[src/rtl/ysyx_25020047_ctrl_pkg.sv]
// Shared types and constants for the multi-cycle core controller.
// The state encoding, the halt codes and the default watchdog width live here.
package ysyx_25020047_ctrl_pkg;

    typedef enum logic [3:0] {
        S_IDLE,
        S_FETCH_REQ,
        S_FETCH_WAIT,
        S_DECODE,
        S_EXEC,
        S_MEM_REQ,
        S_MEM_WAIT,
        S_WB,
        S_HALT
    } ctrl_state_t;

    localparam logic [1:0] HC_NONE    = 2'b00;
    localparam logic [1:0] HC_EBREAK  = 2'b01;
    localparam logic [1:0] HC_ILLEGAL = 2'b10;
    localparam logic [1:0] HC_BUS     = 2'b11;

    localparam int CTRL_TIMEOUT_W = 8;

endpackage

[src/rtl/ysyx_25020047_wdog.sv]
// Bus-wait watchdog: counts enabled cycles and flags the cycle in which the
// count reaches 2^TIMEOUT_W-1, so the owner can leave on that same edge.
module ysyx_25020047_wdog #(
    parameter int TIMEOUT_W = 8
) (
    input  logic clk,
    input  logic rst,
    input  logic clr,
    input  logic en,
    output logic expired
);

    localparam logic [TIMEOUT_W-1:0] LIMIT = {TIMEOUT_W{1'b1}};
    localparam logic [TIMEOUT_W-1:0] LAST  = LIMIT - 1'b1;

    logic [TIMEOUT_W-1:0] cnt_reg;

    always_ff @(posedge clk or negedge rst) begin
        if (!rst) begin
            cnt_reg <= '0;
        end else if (clr) begin
            cnt_reg <= '0;
        end else if (en && (cnt_reg != LIMIT)) begin
            cnt_reg <= cnt_reg + 1'b1;
        end
    end

    // The count becomes LIMIT on the coming edge: this is the expiry cycle.
    assign expired = en && (cnt_reg == LAST);

endmodule

[src/rtl/ysyx_25020047_ctrl.sv]
// Multi-cycle controller sequencing fetch/decode/execute/memory/write-back.
// All outputs are decoded from registered state; halts are sticky until reset.
module ysyx_25020047_ctrl
    import ysyx_25020047_ctrl_pkg::*;
#(
    parameter int TIMEOUT_W = CTRL_TIMEOUT_W,
    parameter int INSTRET_W = 64
) (
    input  logic                 clk,
    input  logic                 rst,
    input  logic                 start,
    output logic                 ifu_req_valid,
    input  logic                 ifu_req_ready,
    input  logic                 ifu_rsp_valid,
    input  logic                 ifu_rsp_err,
    output logic                 inst_latch,
    input  logic                 dec_load,
    input  logic                 dec_store,
    input  logic                 dec_ebreak,
    input  logic                 dec_illegal,
    output logic                 lsu_req_valid,
    input  logic                 lsu_req_ready,
    output logic                 lsu_req_wen,
    input  logic                 lsu_rsp_valid,
    input  logic                 lsu_rsp_err,
    output logic                 reg_wen,
    output logic                 pc_wen,
    output logic                 halt,
    output logic [1:0]           halt_code,
    output logic [INSTRET_W-1:0] instret
);

    ctrl_state_t          state_reg, state_next;
    logic [1:0]           halt_code_reg, halt_code_next;
    logic [INSTRET_W-1:0] instret_reg;
    logic                 is_mem_reg;
    logic                 is_store_reg;
    logic                 retire;
    logic                 wdog_en;
    logic                 wdog_clr;
    logic                 wdog_expired;

    ysyx_25020047_wdog #(
        .TIMEOUT_W (TIMEOUT_W)
    ) u_wdog (
        .clk     (clk),
        .rst     (rst),
        .clr     (wdog_clr),
        .en      (wdog_en),
        .expired (wdog_expired)
    );

    assign wdog_en  = (state_reg == S_FETCH_REQ) || (state_reg == S_FETCH_WAIT) ||
                      (state_reg == S_MEM_REQ)   || (state_reg == S_MEM_WAIT);
    assign wdog_clr = (state_next != state_reg);

    // ebreak retires without passing through WB; an illegal word never retires.
    assign retire = (state_reg == S_WB) ||
                    ((state_reg == S_DECODE) && !dec_illegal && dec_ebreak);

    always_ff @(posedge clk or negedge rst) begin
        if (!rst) begin
            state_reg     <= S_IDLE;
            halt_code_reg <= HC_NONE;
            instret_reg   <= '0;
            is_mem_reg    <= 1'b0;
            is_store_reg  <= 1'b0;
        end else begin
            state_reg     <= state_next;
            halt_code_reg <= halt_code_next;
            instret_reg   <= instret_reg + INSTRET_W'(retire);
            if (state_reg == S_DECODE) begin
                is_mem_reg   <= dec_load || dec_store;
                is_store_reg <= dec_store;
            end
        end
    end

    // Handshakes and responses are tested before the watchdog so they win a tie.
    always_comb begin
        state_next     = state_reg;
        halt_code_next = halt_code_reg;
        case (state_reg)
            S_IDLE: begin
                if (start) state_next = S_FETCH_REQ;
            end
            S_FETCH_REQ: begin
                if (ifu_req_ready) begin
                    state_next = S_FETCH_WAIT;
                end else if (wdog_expired) begin
                    state_next     = S_HALT;
                    halt_code_next = HC_BUS;
                end
            end
            S_FETCH_WAIT: begin
                if (ifu_rsp_valid) begin
                    if (ifu_rsp_err) begin
                        state_next     = S_HALT;
                        halt_code_next = HC_BUS;
                    end else begin
                        state_next = S_DECODE;
                    end
                end else if (wdog_expired) begin
                    state_next     = S_HALT;
                    halt_code_next = HC_BUS;
                end
            end
            S_DECODE: begin
                if (dec_illegal) begin
                    state_next     = S_HALT;
                    halt_code_next = HC_ILLEGAL;
                end else if (dec_ebreak) begin
                    state_next     = S_HALT;
                    halt_code_next = HC_EBREAK;
                end else begin
                    state_next = S_EXEC;
                end
            end
            S_EXEC: begin
                state_next = is_mem_reg ? S_MEM_REQ : S_WB;
            end
            S_MEM_REQ: begin
                if (lsu_req_ready) begin
                    state_next = S_MEM_WAIT;
                end else if (wdog_expired) begin
                    state_next     = S_HALT;
                    halt_code_next = HC_BUS;
                end
            end
            S_MEM_WAIT: begin
                if (lsu_rsp_valid) begin
                    if (lsu_rsp_err) begin
                        state_next     = S_HALT;
                        halt_code_next = HC_BUS;
                    end else begin
                        state_next = S_WB;
                    end
                end else if (wdog_expired) begin
                    state_next     = S_HALT;
                    halt_code_next = HC_BUS;
                end
            end
            S_WB: begin
                state_next = start ? S_FETCH_REQ : S_IDLE;
            end
            S_HALT: begin
                state_next = S_HALT;
            end
            default: begin
                state_next = S_IDLE;
            end
        endcase
    end

    // inst_latch marks the DECODE cycle, when the fetched word is presented.
    always_comb begin
        ifu_req_valid = (state_reg == S_FETCH_REQ);
        inst_latch    = (state_reg == S_DECODE);
        lsu_req_valid = (state_reg == S_MEM_REQ);
        lsu_req_wen   = (state_reg == S_MEM_REQ) && is_store_reg;
        reg_wen       = (state_reg == S_WB) && !is_store_reg;
        pc_wen        = (state_reg == S_WB);
        halt          = (state_reg == S_HALT);
        halt_code     = halt_code_reg;
        instret       = instret_reg;
    end

endmodule
[config.mk]
export PLATFORM = sky130hd
export DESIGN_NAME = ysyx_25020047_ctrl
export DESIGN_NICKNAME = d
export VERILOG_FILES = /design/src/rtl/ysyx_25020047_ctrl_pkg.sv /design/src/rtl/ysyx_25020047_wdog.sv /design/src/rtl/ysyx_25020047_ctrl.sv
export SDC_FILE = /design/constraint.sdc
export NUM_CORES = 1
export LEC_CHECK = 0
export ABC_AREA = 1
export CORE_AREA = 5 5 114 116
export DETAILED_ROUTE_END_ITERATION = 8
export DIE_AREA = 0 0 119 121
export PLACE_DENSITY = 0.69
export SLEW_MARGIN = 20
export SYNTH_ARGS = -nofsm -noshare
export SYNTH_HDL_FRONTEND = slang
export SYNTH_SLANG_ARGS = --single-unit
[constraint.sdc]
create_clock -name clk -period 3 [get_ports clk]
set_input_delay 0.6 -clock clk [delete_from_list [all_inputs] [get_ports clk]]
set_output_delay 0.6 -clock clk [all_outputs]
set_load 0.01 [all_outputs]
# Word-level counts from Yosys, hierarchy flattened
# Cells that the tools add are included.
# classes
add_sub_neg	2
eq_ne	16
mux	25
n_reduce_logical	17
# op_table
cell	count
adder 64 x 1 -> 64 bit	1
2-to-1 mux 4 bit	10
case mux 4 bit (9 select lines)	1
2-to-1 mux 2 bit	10
equality test 4 x 3 -> 1 bit (second input constant)	4
2-to-1 mux 8 bit	2
case mux 2 bit (5 select lines)	1
adder 8 x 1 -> 8 bit (second input constant)	1
equality test 4 x 2 -> 1 bit (second input constant)	2
equality test 8 bit (second input constant)	1
!= test 8 bit (second input constant)	1
logical AND 1 bit	6
!= test 3 bit (second input constant)	2
AND reduction 6 bit	1
logical OR 1 bit	5
nonzero test 5 bit	1
equality test 4 x 1 -> 1 bit (second input constant)	1
equality test 4 bit (second input constant)	1
zero test 4 bit	1
!= test 2 bit (second input constant)	2
!= test 4 bit	1
!= test 3 x 1 -> 1 bit (second input constant)	1
zero test 1 bit	2
nonzero test 2 bit	1
2-to-1 mux 1 bit	1
# totals
regBits	80
output_inout_bits	73
word_cells	66

# Logic depth before layout (Yosys ltp)
# logic_depth
word_depth	10
mapped_depth	17
depth_no_buf	17

# Hierarchy
# A second synthesis with hierarchy kept.
# hier_totals
cells_unflattened	673
hier_area_um2	4868.4
# modules_own_cells
mod	instances	cells_each	area_per_inst_um2	seq_area_each_um2
ysyx_25020047_ctrl	1	599	4347.9	1801.7
ysyx_25020047_wdog	1	74	520.5	200.2

# Worst setup path after synthesis
# Ideal clock, no wire load.
# synth_timing
kind	reg-to-reg
startpoint	register state_reg[3]
endpoint	register instret_reg[34], in the netlist instret[34]
t_arrival_ps	2817
t_required_ps	2874
setup_slack_ps	56
stages_incl_launch_ff	17
period_less_slack_ps	2944
path_cell_list	dfrtp_1 > inv_2 > nand2_1 > nor2_1 > inv_1 > nor2_1 > inv_1 > o21ai_0 > ha_1 > ha_1 > nand3_2 > nor2_4 > nand2_1 > nor2_1 > and3_1 > nand3_1 > xnor2_1
# synth_via
elab_chain_len	5
# synth_lines
item	line_no	text
start: declaration	ysyx_25020047_ctrl.sv:33	ctrl_state_t state_reg, state_next;
start signal: assignment	ysyx_25020047_ctrl.sv:69	state_reg <= state_next;
equality test 4 x 2 -> 1 bit	--	
named net inst_latch	ysyx_25020047_ctrl.sv:16	output logic inst_latch,
logical AND 1 bit (2 in series)	ysyx_25020047_ctrl.sv:59	((state_reg == S_DECODE) && !dec_illegal && dec_ebreak);
logical OR 1 bit	ysyx_25020047_ctrl.sv:58	assign retire = (state_reg == S_WB) ||
adder 64 x 1 -> 64 bit	ysyx_25020047_ctrl.sv:71	instret_reg <= instret_reg + INSTRET_W'(retire);
end signal: assignment	ysyx_25020047_ctrl.sv:71	
end: declaration	ysyx_25020047_ctrl.sv:35	logic [INSTRET_W-1:0] instret_reg;
# The timed path passes the listed nets, and every way through them passes these cells.
# A chain may end at the register's enable or synchronous reset.

# Final worst setup path
# layout_timing
startpoint	register state_reg[3]
endpoint	register instret_reg[34], in the netlist instret[34]
# layout_via
elab_chain_len	5
# layout_lines
item	line_no
equality test 4 x 2 -> 1 bit	ysyx_25020047_ctrl.sv:59
logical AND 1 bit (2 in series)	ysyx_25020047_ctrl.sv:59
logical OR 1 bit *	ysyx_25020047_ctrl.sv:58
adder 64 x 1 -> 64 bit *	ysyx_25020047_ctrl.sv:71
# Mark *: on every way between the ends. The rest lies on a longest branch, timed or not.

==> flow_metrics.tcl <==
set metrics [dict create \
    initial_core_util_pct 39.3 \
    crit_path_start "state_reg[3]$_DFF_PN0_" \
    clock_tree.root_cell "clkbuf_16" \
    cp_cell_sequence "inv_2 > nand2_1 > nor2_2 > inv_1 > nor2_1 > inv_1 > o21ai_1 > ha_1 > ha_1 > nand3_2 > nor2_4 > nand2_1 > nor2_1 > and3_1 > nand3_1 > xnor2_1" \
    design_power_total_mw 2.94 \
    sequentialPowerShare_pct 41.0 \
    die_w_um 119 \
    drtIter0Drc 343 \
    overflow 0 \
    synth_top_area_share_pct 43.1 \
    grt_pass1_wl_um 24200 \
    cts_tree "yes" \
    synth_flop_cell "dfrtp_1" \
    syn_area_per_cell_um2 7.50 \
    worstReg2RegStart "state_reg[3]$_DFF_PN0_" \
    period_share_pct 88.7 \
    ys_top_cells_by_area "dfrtp_1 43%, nand2_1 12%, nor2_1 8.8%, xor2_1 7.7%, inv_1 6.3%" \
    start_kind "flop" \
    dpl-instance-area_um2 5800 \
    dp.cells 868 \
    grtUsageTotal_pct 21.8 \
    numCtsBuffers 9 \
    fin_skew_ns 0.00866 \
    ios 86 \
    design.core.area_um2 11800 \
    ys_ff_latch 80 \
    worst_slew_pin_slew_ns 0.541 \
    vias 4444 \
    num_antenna_cells 0 \
    hold_class "input pin to async pin" \
    fillCellCount 1153 \
    hold_viol_final 0 \
    synth_most_common_cell "nand2_1" \
    area_growth_pct 31.6 \
    antenna_left 0 \
    path_max_fanout 6 \
    hold_buffers 0 \
    worstPathArrival_ns 2.90 \
    worstSetupEndpointType "flop" \
    grt_max_degree 42 \
    numClockSinks 80 \
    syn-num-nets 636 \
    power.internal_mw 2.04 \
    clkLatencyLatePin_ns 0.35 \
    outcome "finished clean" \
    rsz0062_at_grt "false" \
    portBuffers 85 \
    tns_ns 0 \
    whs_ns 0.239 \
    seq_area_frac_synth_pct 43.1 \
    synth_commonest_cells "145 x nand2_1, 109 x nor2_1, 80 x dfrtp_1, 78 x inv_1, 49 x nand3_1" \
    critPathKind "flop to flop" \
    routed_wl_um 15200 \
    fin_nets 749 \
    netlist_area_um2 4640 \
    combinationalPowerShare_pct 20.3 \
    rows 40 \
    fin_cells 884 \
    slew_violations 0 \
    cp.required_ns 3.24 \
    cts_setup_buffers 0 \
    clk_pin_slew_ns 0.06 \
    dieArea_um2 14400 \
    worst-path-buf-inv 3 \
    ys_warn_count 0 \
    grt_pass1_vias 4562 \
    postCtsResizedCells 0 \
    via_per_inst 5.03 \
    cp_top_family "simple AND/OR/NAND/NOR gates" \
    synth_area_leader_cell "dfrtp_1" \
    power_frac_clock_pct 38.7 \
    fin_crit_ns 2.66 \
    ys_async_sr_fraction_pct 100 \
    largest_reg_flops 64 \
    slew_headroom_pct 64.0 \
    drive_gt1_share_pct 7.06 \
    setup_violations 0 \
    p_sw_share_pct 30.6 \
    max-cap-violations 0 \
    ir_worst_vdd_mv 0.320 \
    slowest_stage "dfrtp_1" \
    power.density_nw_per_um2 481 \
    max_stage_delay_ns 0.42 \
    yosysUniqueCellTypes 24 \
    dp_hpwl_um 12600 \
    gp_congestion 0.964 \
    clk_path_buf_depth 2 \
    design_area_um2 6110 \
    power.leakage_nw 2.76 \
    drc 0 \
    drt_pre_antenna_iters 5 \
    p_sw_mw 0.900 \
    antenna_found_initial 0 \
    max_freq_ghz 0.376 \
    die_y_um 121 \
    synth-edff-count 0 \
    syn_inst 619 \
    htreeDepth 3 \
    wl_per_cell_um 17.2 \
]
## layout make-up
cell class                 count  area (um2)  share of cell area [%]
multi-input combinational    460        2350                    38.4
sequential                    80        2000                    32.8
timing repair buffer         102         976                    16.0
inverter                      79         297                    4.85
clock buffer                  10         239                    3.91
tap                          147         184                    3.01
clock inverter                 6        67.6                    1.11
## final timing paths
path,slack (ns),end,cells past startpoint
worst max-delay path,0.34,instret[34]$_DFF_PN0_,16
worst max register to register,0.34,instret[34]$_DFF_PN0_,16
worst min register to register,0.47,instret[63]$_DFF_PN0_,1
max in group asynchronous,2.03,instret[26]$_DFF_PN0_,2
min in group clk,0.47,instret[63]$_DFF_PN0_,1
worst min-delay path,0.24,instret[39]$_DFF_PN0_,1
## power by group through the flow
stage / logic, mW / clock network, mW / registers (mW)
6_report: 0.597 / 1.14 / 1.21
3_3_place_gp: 0.585 / 0 / 1.22
3_5_place_dp: 0.594 / 0 / 1.22
5_1_grt: 0.672 / 1.20 / 1.21
4_1_cts: 0.598 / 1.16 / 1.21
2_1_floorplan: 0.353 / 0 / 1.22
## stage by stage
| stage | utilization [%] | setup WS (ns) |
|---|---|---|
| global placement | 49.1 | 0.121 |
| floorplan | - | 0.0563 |
| finish | 51.7 | 0.339 |
| detailed placement | 49.1 | 0.0528 |
| CTS | 51.7 | 0.222 |
| global route | 51.7 | 0.0230 |
## logic make-up (layout without fill, tap and decap cells)
logic type / count (synthesis) / in the layout / synth area share [%]
compound gates: 14 / 14 / 1.59
simple gates: 376 / 376 / 35.4
flops: 80 / 80 / 43.1
xor+xnor: 66 / 66 / 12.4
buf+inv: 79 / 197 / 6.39
fa+ha+maj: 4 / 4 / 1.08
## metal layers
metal / track usage (%) / up-vias / part of all wire [%]
li1: - / 2182 / -
met1: 26.9 / 2079 / 42
met2: 37.4 / 154 / 48
met3: 4.71 / 29 / 6.8
met4: 8.54 / 0 / 2.6
met5: 0 / - / 0
## cells in the final DEF (no fill, tap or decap), drive strengths merged
master	n
xnor2	25
and3	2
clkinv	2
or2	1
clkdlybuf4s50	84
inv	80
ha	4
clkinvlp	2
o2111ai	1
dfrtp	80
and3b	1
nand3	53
xor2	41
bufinv	1
nor2	116
o21ai	11
nor3	38
nand2	148
buf	18
a21oi	2
and2	1
clkbuf	10
nand4	16
## worst reg2reg max path, stage by stage (launching register included)
cell and delay, ns:
dfrtp_1 0.42, inv_2 0.12, nand2_1 0.09, nor2_2 0.12, inv_1 0.09, nor2_1 0.13, inv_1 0.08, o21ai_1 0.15
ha_1 0.19, ha_1 0.19, nand3_2 0.12, nor2_4 0.17, nand2_1 0.13, nor2_1 0.13, and3_1 0.20, nand3_1 0.10
xnor2_1 0.13
Power figures use the tool's default switching activity.
